==> config.mk <==
export PLATFORM = sky130hd
export DESIGN_NAME = audio_sample_sequencer
export DESIGN_NICKNAME = d
export VERILOG_FILES = /design/src/rtl/audio_sample_sequencer.sv
export SDC_FILE = /design/constraint.sdc
export NUM_CORES = 1
export LEC_CHECK = 0
export ABC_AREA = 1
export CAP_MARGIN = 20
export CORE_MARGIN = 5
export CORE_UTILIZATION = 55
export DETAILED_ROUTE_END_ITERATION = 6
export PLACE_DENSITY = 0.92
export SKIP_LAST_GASP = 1
export SLEW_MARGIN = 20
export SYNTH_ARGS = -nofsm -noshare
export SYNTH_HDL_FRONTEND = slang
export SYNTH_SLANG_ARGS = --single-unit
==> constraint.sdc <==
create_clock -name clk -period 2.5 [get_ports clk]
set_input_delay 0.5 -clock clk [delete_from_list [all_inputs] [get_ports clk]]
set_output_delay 0.5 -clock clk [all_outputs]
set_load 0.02 [all_outputs]
==> src/rtl/audio_sample_sequencer.sv <==
// audio_sample_sequencer: codec read handshake, channel sum/trim and FWFT sample FIFO drained by the DFT
// Ports: clk/rst_n (async active-low); codecReadReady/codecLeft/codecRight in, codecRead ack out;
//        sampleReady/inputSample FIFO head out; dftRead consume level in (one pop per rising edge);
//        fifoLevel occupancy out; dropCount saturating overflow count out.
// Optional: define AUDIO_SEQ_PEAK_EN to add peakLevel[9:0], a decaying peak-magnitude meter.
module audio_sample_sequencer #(
  parameter int FIFO_DEPTH    = 4,
  parameter int CAPTURE_SHIFT = 8,
  parameter int DROP_W        = 8
) (
  input  logic                          clk,
  input  logic                          rst_n,
  input  logic                          codecReadReady,
  input  logic signed [23:0]            codecLeft,
  input  logic signed [23:0]            codecRight,
  output logic                          codecRead,
  output logic                          sampleReady,
  output logic signed [15:0]            inputSample,
  input  logic                          dftRead,
  output logic [$clog2(FIFO_DEPTH):0]   fifoLevel,
  output logic [DROP_W-1:0]             dropCount
`ifdef AUDIO_SEQ_PEAK_EN
  ,
  output logic [9:0]                    peakLevel
`endif
);
  localparam int AW = $clog2(FIFO_DEPTH);
  typedef enum logic [1:0] {IDLE, ACK, HOLDOFF} state_t;
  state_t state, next_state;
  logic [AW-1:0] wr_ptr, rd_ptr;
  logic signed [15:0] mem [FIFO_DEPTH];
  logic signed [24:0] sum, trimmed;
  logic signed [15:0] sample;
  logic dft_q, full, push, pop;

  always_ff @(posedge clk or negedge rst_n)
    if (!rst_n) state <= IDLE;
    else state <= next_state;

  always_comb begin
    next_state = state == IDLE ? (codecReadReady ? ACK : IDLE) :
                 state == ACK  ? HOLDOFF :
                 (codecReadReady ? HOLDOFF : IDLE);
  end

  always_comb begin
    codecRead = state == ACK;
  end

  always_comb begin
    sum     = {codecLeft[23], codecLeft} + {codecRight[23], codecRight};
    trimmed = sum >>> CAPTURE_SHIFT;
    sample  = trimmed > 25'sd32767  ? 16'sh7FFF :
              trimmed < -25'sd32768 ? 16'sh8000 : trimmed[15:0];
  end

  // fullness is judged at cycle start, so a same-cycle pop never frees room for the push
  assign full        = fifoLevel == (AW+1)'(FIFO_DEPTH);
  assign push        = codecRead & ~full;
  assign pop         = dftRead & ~dft_q & (fifoLevel != '0);
  assign sampleReady = fifoLevel != '0;
  assign inputSample = sampleReady ? mem[rd_ptr] : '0;

  always_ff @(posedge clk)
    if (push) mem[wr_ptr] <= sample;

  always_ff @(posedge clk or negedge rst_n)
    if (!rst_n) begin
      wr_ptr    <= '0;
      rd_ptr    <= '0;
      fifoLevel <= '0;
      dropCount <= '0;
      dft_q     <= 1'b0;
    end else begin
      dft_q     <= dftRead;
      wr_ptr    <= push ? wr_ptr + AW'(1) : wr_ptr;
      rd_ptr    <= pop ? rd_ptr + AW'(1) : rd_ptr;
      fifoLevel <= push & ~pop ? fifoLevel + (AW+1)'(1) :
                   pop & ~push ? fifoLevel - (AW+1)'(1) : fifoLevel;
      dropCount <= codecRead & full & ~&dropCount ? dropCount + DROP_W'(1) : dropCount;
    end

`ifdef AUDIO_SEQ_PEAK_EN
  logic [15:0] decay_cnt, mag;

  always_comb begin
    mag = sample == 16'sh8000 ? 16'h7FFF : sample[15] ? 16'(-sample) : 16'(sample);
  end

  always_ff @(posedge clk or negedge rst_n)
    if (!rst_n) begin
      decay_cnt <= '0;
      peakLevel <= '0;
    end else begin
      decay_cnt <= decay_cnt + 16'd1;
      if (push) peakLevel <= mag[15:6] > peakLevel ? mag[15:6] : peakLevel;
      else if (&decay_cnt && peakLevel != '0) peakLevel <= peakLevel - 10'd1;
    end
`endif
endmodule

# Word-level counts from Yosys, hierarchy flattened

Memory sizes are Yosys's and may differ from the RTL's.
Cells that the tools add are included.

Bitwise gates (word level): 11
Add/subtract/negate cells: 6
Reductions and logical operators: 5
Muxes and demuxes: 11
Eq/ne operators: 2
$lt $le $gt $ge: 2

Operators with widths:

| operator               | count |
|---|---|
| $mux W16               | 3 |
| $add A24 B24 Y25       | 1 |
| $gt A17 B16 Y1 const B | 1 |
| $lt A17 B16 Y1 const B | 1 |
| $add A8 B1 Y8 const B  | 1 |
| $reduce_and A8 Y1      | 1 |
| $and A1 B1 Y1          | 7 |
| $mux W2                | 3 |
| $mux W3                | 2 |
| $add A2 B1 Y2 const B  | 2 |
| $not A1 Y1             | 4 |
| $add A3 B1 Y3 const B  | 1 |
| $eq A3 B3 Y1 const B   | 1 |
| $mux W1                | 3 |
| $reduce_bool A3 Y1     | 1 |
| $sub A3 B1 Y3 const B  | 1 |
| $eq A2 B1 Y1 const B   | 1 |
| $logic_not A2 Y1       | 1 |
| $reduce_bool A2 Y1     | 1 |
| $logic_not A1 Y1       | 1 |

Bits in registers: 18
Output and inout port bits: 29
RAM bits: 64
Word-level logic and storage cells: 44
Bits of input ports: 52
Memories: 1

Memory list:

| name | words | bits a word | read ports | clocked after Yosys merged registers in | wr ports | RTL line | source |
|---|---|---|---|---|---|---|---|
| mem  | 4     | 16          | 1          | 0                                       | 1        | 31       | `logic signed [15:0] mem [FIFO_DEPTH];` |

# Logic depth before layout (Yosys ltp)

Gate-level depths: netlist of the first run.

Word-level depth: 7
Mapped depth: 15
Gate-level depth less buffers: 14

# Worst setup path before layout of the first run

Ideal clock, no wire load.

Path type: reg-to-reg
From: reg fifoLevel[0]
To: reg fifoLevel[2]
Setup time: 131 ps
Buffers on the path: 0
Arrival time: 2194 ps
Clock period less this slack: 2325 ps
Setup slack: 175 ps
Required time: 2369 ps
Cell stages (with the launch flop): 10
Path through: dfrtp_1 nor3_2 inv_1 nand3b_1 ha_1 inv_1 fa_1 a21oi_1 o21ai_0 xnor2_1

Elaborated cells between the ends (all ways): 14
Those cells by class: add/sub (2); eq/ne (1); mux (2); bitwise (7); reduce/logical (2)

RTL lines:

| what                                                 | RTL line | source |
|---|---|---|
| start, declared                                      | 20       | `output logic [$clog2(FIFO_DEPTH):0] fifoLevel,` |
| start signal, assigned                               | 78       | `fifoLevel <= push & ~pop ? fifoLevel + (AW+1)'(1) :` |
| $reduce_bool A3 Y1 *                                 | --       |  |
| net sampleReady                                      | 17       | `output logic sampleReady,` |
| $and A1 B1 Y1 *                                      | 60       | `assign pop = dftRead & ~dft_q & (fifoLevel != '0);` |
| $not A1 Y1                                           | 78       |  |
| $and A1 B1 Y1                                        | 78       |  |
| $mux W3 / $reduce_bool A2 Y1 (equally long branches) | --       |  |

The timed path passes the listed nets; every way through them passes the cells marked *. The select of a mux whose other input is x is not followed.
A chain may end at the register's enable or synchronous reset.

# Worst setup path in the final report of the first run

From: in codecLeft[18]
To: mem mem[3][2] (data pin)

Cells in the longest elaborated chain, start to end: 4
Elaborated cells between the ends (all ways): 5
Those cells by class: add/sub (1); order compare (2); mux (2)

Ends and longest elaborated chain:

| what               | RTL line | source |
|---|---|---|
| start, declared    | 14       | `input logic signed [23:0] codecLeft,` |
| $add A24 B24 Y25 * | 51       | `sum = {codecLeft[23], codecLeft} + {codecRight[23], codecRight};` |
| $lt A17 B16 Y1     | 54       | `trimmed < -25'sd32768 ? 16'sh8000 : trimmed[15:0];` |
| $mux W16           | 54       |  |
| $mux W16 *         | 53       | `sample = trimmed > 25'sd32767 ? 16'sh7FFF :` |
| net sample[2]      | 33       | `logic signed [15:0] sample;` |
| end, declared      | 31       |  |

The timed path passes the listed nets; every way through them passes the cells marked *.

==> impl_metrics.toml, run 1 <==
[sta]
skew_ps = 11.8
drv_slew = 0
rsz0062_at_grt = "yes"
hold_ws_ps = 432
min_period_over_period = 0.999
setup_viol = 0
timing.fmax_ghz = 0.400
setup_tns_ps = 0
fin_crit_ps = 2500
tightest_slew_ps = 792
relSlewSlack = 0.471
report.final.hold_viol_count = 0

[power]
pwr-share-clk = 0.171
seqPwrFrac = 0.323
p_comb_frac = 0.506
p_sw_frac = 0.400
leakage_nw = 3.20
ir_drop_uv = 564
powerDensity_nw_per_um2 = 842
p_sw_mw = 2.38
p_int_mw = 3.57

[synth]
ys_seq_area_frac = 0.464
yosysWarnings = 0
synthDistinctLibCells = 31
syn_area_per_cell_um2 = 8.09
synth_largest_area_cell = "edfxtp_1"
syn_nets = 714
synth.area.top_cells = "edfxtp_1 (38%), nand2_1 (12%), dfrtp_1 (8.8%), nor2_1 (8.1%), ha_1 (7.1%)"
syn_area_um2 = 5110
synth_top_area_share = 0.376
ys_ff_latch = 82
synthCells = 632

[clock_network]
cts_root_buffer = "clkbuf_8"
clk-insertion-delay-late_ps = 350
cts_tree = "yes"
postCtsHoldBufs = 0
cts.sinks = 82
cts_max_level = 3
clkTransAtPathRegs_ps = 80
cts_buffers = 9
cts_max_path_buffers = 2

[global_routing]
grt-ovfl-total = 0
antenna_found_initial = 0
grt_max_degree = 35
grt_pass1_vias = 4769
grt_util_all_layers = 0.235
grt_pass1_wl_mm = 21.3

[route]
viasPerCell = 5.42
drcViolationCount = 0
wirelength_mm = 13.9
vias = 4893
wire_per_inst_um = 15.4
drt_iter0_markers = 274
drt-pass1-iter-count = 4
postRouteAntennaNets = 0

[die]
die_area_um2 = 11300
core_area_um2 = 9150
die_w_um = 106
pin_count = 81
rows = 35
start_util = 0.559
die_y_um = 106

[worst_setup_path]
regToRegStartpoint = "fifoLevel[0]"
path_buf_inv = 1
cp-start-kind = "input pin"
reg2reg_to = "fifoLevel[2]"
path_max_fanout = 8
crit_type = "input pin to flip-flop"
slowest_delay_ps = 460
reg2regPathDepth = 9
crit_path_top_delay_cell = "clkdlybuf4s50_1"
required_ps = 2580
endpoint_kind = "flip-flop"
crit_family = "simple AND/OR/NAND/NOR gates"
rrSetupSlack_ps = 290
crit_arrival_ps = 2580
worstPathCellList = "clkdlybuf4s50_1, ha_2, a21oi_2, nand2_1, a21oi_2, nand4_1, nand2_4, nand3_4, nand2_2, nand2_1"

[cells_and_area]
layout_common_cells = "nand2_1 (149), nor2_1 (108), inv_1 (73)"
final_common_cell = "nand2_1"
nets = 868
fill_cells = 576
drive_above_1_share = 0.187
areaGrowthSynthToFinish_pct = 38.1
utilization = 0.771
diodes = 0
layoutNonFillerInstCount = 902

[worst_hold_path]
hold_path_end = "state[0]"
hold_path_startpoint = "state[0]"
hold_class = "flip-flop to flip-flop"
holdPathStages = 1

[flow_run]
cap_violations = 0

[place]
numPortBuffers = 80
hpwl_mm = 10.0
dp_cells = 882
gp_congestion = 0.859

[status]
outcome = "complete, no violations"
==> final cells by class <==
cell class              instances  area, um2  share of cell area
repair buffers                154       1390               0.197
flip-flops and latches         82       2370               0.336
clock inverters                 6       81.3              0.0115
inverters                      75        285              0.0404
multi-input cells             464       2660               0.377
well taps                     111        139              0.0197
clock buffers                  10        128              0.0181
==> worst max-delay path by stage <==
stage / start / cells past startpoint / end / slack (ps)
after floorplan: fifoLevel[0] / 9 / fifoLevel[2] / 170
after global placement: codecLeft[18] / 9 / mem[1][3] / -310
final: codecLeft[18] / 10 / mem[3][2] / 3
after global routing: codecLeft[13] / 14 / mem[2][5] / -100
after CTS: rd_ptr[0] / 6 / inputSample[13] / 3
after detailed placement: codecLeft[18] / 10 / mem[0][0] / -430
==> synthesized netlist by cell type (all sizes together) <==
cell    count
nand2     172
nor2      113
inv        75
edfxtp     64
o21ai      40
a21oi      36
ha         29
dfrtp      18
nand3      17
xor2       15
clkbuf     11
nand4      11
nor3        8
o21bai      6
xnor2       5
nand3b      4
a21o        2
buf         2
and2        1
fa          1
mux2        1
or2         1
==> registers in the layout, summed over array words and instances (netlist names) <==
register	count
dropCount	8
dft_q	1
mem	64
rd_ptr	2
state	2
wr_ptr	2
fifoLevel	3
==> logic make-up (layout without fill, tap and decap cells) <==
group | Yosys count | in the layout | synth area share
compound gates | 84 | 84 | 0.0891
xor+xnor | 20 | 20 | 0.0343
fa+ha+maj | 30 | 30 | 0.0749
buf+inv | 88 | 245 | 0.0675
flops | 82 | 82 | 0.464
mux | 1 | 1 | 0.00220
simple gates | 327 | 329 | 0.268
==> power groups by stage <==
stage,logic [mW],registers (mW),clock network (mW)
6_report,3.01,1.92,1.02
5_1_grt,3.29,1.94,1.10
4_1_cts,2.89,1.91,1.02
3_5_place_dp,2.93,1.94,0
2_1_floorplan,1.62,1.96,0
3_3_place_gp,2.78,1.92,0
==> repair_timing <==
item,4_1_cts,5_1_grt
gates cloned,0,2
pin swaps,0,5
endpoints found under the setup margin,75,65
buffers inserted,2,0
gates resized for setup,13,50
==> per-layer routing <==
metal | up-vias | global-route usage | part of all wire
met4 | 0 | 0.0995 | 0.034
met3 | 42 | 0.0370 | 0.062
li1 | 2370 | - | -
met1 | 2250 | 0.276 | 0.39
met2 | 231 | 0.425 | 0.52
met5 | - | 0 | 0
==> per-stage QoR <==
stage	cell area [um2]	worst slack, ps	power (mW)
final	7060	2.87	5.94
after CTS	6790	2.85	5.83
after global routing	7060	-104	6.32
after floorplan	5110	175	3.58
after detailed placement	6560	-426	4.87
after global placement	6560	-313	4.70
Note: power is estimated with default switching activity, not from simulation.
==> run 2, diff against run 1 <==
--- a/config.mk
+++ b/config.mk
@@ -10,6 +10,7 @@
 export CORE_MARGIN = 5
 export CORE_UTILIZATION = 55
 export DETAILED_ROUTE_END_ITERATION = 6
+export GPL_TIMING_DRIVEN = 0
 export PLACE_DENSITY = 0.92
 export SKIP_LAST_GASP = 1
 export SLEW_MARGIN = 20
==> run 2 against run 1 <==
  * Clock power hardly changed
  * Flip-flop and latch count stayed put
  * Clock-buffer cell count stayed put
  * Hold slack better by 7.1 ps
  * Global-route usage is 0.49 points lower
  * Critical endpoint is now mem[2][7]
  * Largest power group unchanged
  * Highest routed layer unchanged
==> impl_metrics.toml, run 2 (synthesis results as in run 1) <==
[sta]
rsz0062_at_grt = "yes"
fin_crit_ps = 2450
setup_viol = 0
setup_tns_ps = 0
min_period_over_period = 0.980
timing.fmax_ghz = 0.408
skew_ps = 9.07
drv_slew = 0
report.final.hold_viol_count = 0
relSlewSlack = 0.357
tightest_slew_ps = 963

[worst_hold_path]
holdPathStages = 1
hold_path_end = "state[0]"
hold_class = "flip-flop to flip-flop"
hold_path_startpoint = "state[0]"

[die]
die_y_um = 106
rows = 35
die_w_um = 106
pin_count = 81
core_area_um2 = 9150
start_util = 0.559
die_area_um2 = 11300

[clock_network]
cts.sinks = 82
clkTransAtPathRegs_ps = 80
cts_max_path_buffers = 2
cts_tree = "yes"
cts_max_level = 3
cts_buffers = 9
clk-insertion-delay-late_ps = 350
cts_root_buffer = "clkbuf_8"

[route]
drcViolationCount = 0
wire_per_inst_um = 16.1
wirelength_mm = 13.7
vias = 4686
drt_iter0_markers = 302
drt-pass1-iter-count = 6
viasPerCell = 5.52
postRouteAntennaNets = 0

[worst_setup_path]
reg2regPathDepth = 9
endpoint_kind = "flip-flop"
crit_type = "input pin to flip-flop"
path_max_fanout = 10
crit_family = "buffers and inverters"
worstPathCellList = "clkdlybuf4s50_1, ha_4, nand2_2, inv_1, nand2_1, and2_1, nand2_1, nand2_1, nand4_1, buf_4, nand4_4, buf_8, nand2_1"
crit_path_top_delay_cell = "clkdlybuf4s50_1"
rrSetupSlack_ps = 230
reg2reg_to = "fifoLevel[2]"
regToRegStartpoint = "fifoLevel[0]"
path_buf_inv = 4
required_ps = 2590
slowest_delay_ps = 510
path_common_cell = "nand2_1"
crit_arrival_ps = 2540
cp-start-kind = "input pin"

[place]
dp_cells = 825
numPortBuffers = 80
gp_congestion = 0.880
dpl_cell_area_um2 = 6090
hpwl_mm = 9.56

[power]
powerDensity_nw_per_um2 = 885
power_mw = 5.93
leakage_nw = 2.88
ir_drop_uv = 547

[cells_and_area]
layout_common_cells = "nand2_1 (145), nor2_1 (102), inv_1 (72)"
diodes = 0
final_common_cell = "nand2_1"
multi_input_area_um2 = 2700
nets = 815
final-seq-area_um2 = 2370
drive_above_1_share = 0.160
stdcell_area_um2 = 6700
regMostFlops = "mem"
layoutNonFillerInstCount = 849
areaGrowthSynthToFinish_pct = 31.0
reg_top3 = "mem x64, dropCount x8, fifoLevel x3"
largest_register_ffs = 64
fill_cells = 611

[global_routing]
grt_pass1_wl_mm = 20.8
grt_max_degree = 19
grt_util_all_layers = 0.230
antenna_found_initial = 0
grt-ovfl-total = 0
grt_pass1_vias = 4617

[flow_run]
cap_violations = 0

[status]
outcome = "complete, no violations"
-- run 2: cell count changes in the layout (fill, tap and decap cells not counted), sizes merged, moves of 2 or more --
cell / change
clkdlybuf4s15: +6
dlymetal6s2s: -4
dlygate4sd2: -2
clkinv: -2
clkbuf: +10
buf: -60
-- run 2: worst max-delay path by stage --
stage	from	to	slack (ps)	depth (start not counted)
global placement	codecLeft[18]	mem[3][10]	-430	11
CTS	rd_ptr[1]	inputSample[13]	-70	6
detailed placement	codecLeft[18]	mem[3][9]	-490	11
floorplan	fifoLevel[0]	fifoLevel[2]	170	9
global route	codecLeft[12]	mem[1][9]	-90	15
finish	codecLeft[13]	mem[2][7]	50	13
-- run 2: final cells by class --
cell class                      instances  share of cell area
Clock buffer                           10              0.0191
Multi-Input combinational cell        462               0.403
Timing Repair Buffer                   92               0.133
Clock inverter                          6              0.0133
Sequential cell                        82               0.355
Inverter                               75              0.0426
Buffer                                 11              0.0133
Tap cell                              111              0.0207
-- run 2: power by group --
part / switching (mW) / total, mW / internal (mW)
Combinational: 1.79 / 2.92 / 1.13
Sequential: 0.162 / 1.96 / 1.79
Clock: 0.483 / 1.05 / 0.564
-- run 2: timing repair --
action                                  CTS  global route
resized for setup                        50            64
setup buffers                             2             8
hold buffers                              0             0
pin swaps                                 3             5
endpoints found under the setup margin   58            77
-- run 2: worst register-to-register path: stages, from the launching register on --
cell      delay [ps]
dfrtp_1          470
nor3_4           280
inv_1             80
nand3b_1         200
ha_1             210
inv_1             80
fa_1             390
a21oi_1          160
o21ai_0          130
xnor2_1          140
-- run 2: layer usage --
metal / vias to the layer above / track usage / share of wire / wire length [um]
met5: - / 0 / 0 / 0
met4: 0 / 0.0813 / 0.026 / 359
met3: 38 / 0.0352 / 0.078 / 1060
met2: 249 / 0.428 / 0.51 / 7020
met1: 2137 / 0.268 / 0.38 / 5220
li1: 2262 / - / - / -
-- run 2: per-stage QoR --
stage / util / setup slack [ps] / hold WS (ps)
after global routing: 0.732 / -91.3 / 465
after floorplan: - / 175 / 204
after CTS: 0.696 / -74.9 / 439
final: 0.732 / 49.0 / 439
after global placement: 0.661 / -433 / 416
after detailed placement: 0.665 / -491 / 427
==> run 3, diff against run 2 <==
--- a/config.mk
+++ b/config.mk
@@ -11,7 +11,7 @@
 export CORE_UTILIZATION = 55
 export DETAILED_ROUTE_END_ITERATION = 6
 export GPL_TIMING_DRIVEN = 0
-export PLACE_DENSITY = 0.92
+export PLACE_DENSITY = 0.93
 export SKIP_LAST_GASP = 1
 export SLEW_MARGIN = 20
 export SYNTH_ARGS = -nofsm -noshare
==> run 3 against run 2 <==
  * Critical path depth stayed put
  * Final area is 0.62% higher
  * Flip-flop and latch count stayed put
  * Sequential share of layout area is 0.22 points lower
  * First-iteration DRC count is 0.99% lower
  * Via count is 2.1% higher
  * Global-route usage is 1.2 points lower
  * Final cell count is 0.12% higher
  * Largest power group unchanged
==> impl_metrics.toml, run 3 (synthesis results as in run 1) <==
[clock_network]
cts_max_level = 3
cts_max_path_buffers = 2
clk-insertion-delay-late_ps = 350
cts_root_buffer = "clkbuf_8"
cts_buffers = 9
cts_tree = "yes"
postCtsHoldBufs = 0
clkTransAtPathRegs_ps = 80
cts.sinks = 82

[global_routing]
grt-busiest-layer = "met2"
antenna_found_initial = 0
met3_usage = 0.0340
grt-ovfl-total = 0
grt_use_met2 = 0.405
gr-usage-met1 = 0.247
grt_pass1_wl_mm = 19.6
grt_max_degree = 19
grt_pass1_vias = 4511
grt_util_all_layers = 0.218

[die]
rows = 35
start_util = 0.559
core_area_um2 = 9150
die_area_um2 = 11300
pin_count = 81
die_y_um = 106
die_w_um = 106

[route]
vias = 4785
drt_iter0_markers = 299
wirelength_mm = 13.4
postRouteAntennaNets = 0
viasPerCell = 5.63
wire_per_inst_um = 15.7
drt-pass1-iter-count = 5
drcViolationCount = 0

[cells_and_area]
utilization = 0.736
layout_common_cells = "nand2_1 (143), nor2_1 (100), inv_1 (74)"
diodes = 0
reg_top3 = "mem x64, dropCount x8, fifoLevel x3"
regMostFlops = "mem"
final_common_cell = "nand2_1"
drive_above_1_share = 0.166
largest_register_ffs = 64
nets = 816
areaGrowthSynthToFinish_pct = 31.8

[worst_setup_path]
regToRegStartpoint = "fifoLevel[0]"
rrSetupSlack_ps = 240
crit_arrival_ps = 2550
required_ps = 2600
path_max_fanout = 7
cp-start-kind = "input pin"
crit_type = "input pin to flip-flop"
reg2reg_to = "fifoLevel[1]"
endpoint_kind = "flip-flop"
reg2regPathDepth = 8

[place]
numPortBuffers = 80
gp_congestion = 0.915
place_ws_ps = -496
hpwl_mm = 9.26

[sta]
finalWorstSetupSlack_ps = 42.4
drv_slew = 0
relSlewSlack = 0.345
skew_ps = 10.9
tightest_slew_ps = 981
setup_viol = 0
min_period_over_period = 0.983
fin_crit_ps = 2460
report.final.hold_viol_count = 0
timing.fmax_ghz = 0.407

[status]
outcome = "complete, no violations"

[power]
ir_drop_uv = 526
powerDensity_nw_per_um2 = 842
leakage_nw = 2.95

[flow_run]
cap_violations = 0

[worst_hold_path]
hold_path_startpoint = "state[0]"
hold_class = "flip-flop to flip-flop"
hold_path_end = "state[0]"
holdPathStages = 1
[run 3: changes by cell type in the layout (fill, tap and decap cells not counted), moves of 3 or more]
cell | previous run | this run
dlymetal6s2s_1 | 1 | 9
clkdlybuf4s50_1 | 63 | 55
ha_2 | 3 | 0
ha_4 | 15 | 20
nand2_2 | 25 | 28
[run 3: worst max path at each step]
stage | end | from | slack (ps)
global route | mem[0][9] | codecRight[13] | -60
floorplan | fifoLevel[2] | fifoLevel[0] | 170
global placement | mem[2][8] | codecLeft[18] | -420
finish | mem[1][9] | codecRight[13] | 40
CTS | inputSample[14] | rd_ptr[1] | -80
detailed placement | mem[3][8] | codecLeft[18] | -500
[run 3: power by group]
| group | total (mW) | internal (mW) | switching [mW] |
|---|---|---|---|
| registers | 1.94 | 1.79 | 0.145 |
| clock network | 0.885 | 0.377 | 0.508 |
| logic | 2.85 | 1.09 | 1.76 |
| total | 5.67 | 3.26 | 2.41 |
[run 3: what timing repair did]
item,CTS,global route
gates cloned,0,1
endpoints found under the setup margin,57,78
pin swaps,1,21
setup buffers,1,11
resized for setup,42,82
endpoints found under the hold margin,0,0
[run 3: critical path: stages]
cell and delay (ps):
clkdlybuf4s50_1 510, ha_4 230, nand2_2 120, inv_1 90
nand2_1 90, and2_4 150, nand2_1 50, nand2_1 80
nand4_1 150, buf_4 190, nand4_4 130, buf_6 160
nand2_2 90
[run 3: area by class of cell]
cell class,count,area (um2)
buffer,11,78.8
clock buffer,9,124
clock inverter,7,61.3
fill,633,2410
inverter,75,282
multi-input combinational,462,2770
sequential,82,2370
tap,111,139
timing repair buffer,93,907
[run 3: layer usage]
layer	share of wire	wire, um
met5	0	0
met4	0.028	377
met1	0.38	5090
met2	0.51	6860
met3	0.079	1060
[run 3: metrics by stage]
stage | power (mW) | instances | TNS, ps | cell area (um2) | hold WS [ps]
global route | 6.00 | 850 | -1150 | 6740 | 451
global placement | 4.55 | 823 | -22590 | 6050 | 416
CTS | 5.49 | 839 | -94.7 | 6280 | 437
floorplan | 3.58 | 632 | 0 | 5110 | 204
finish | 5.67 | 850 | 0 | 6740 | 439
detailed placement | 4.69 | 823 | -28830 | 6060 | 425
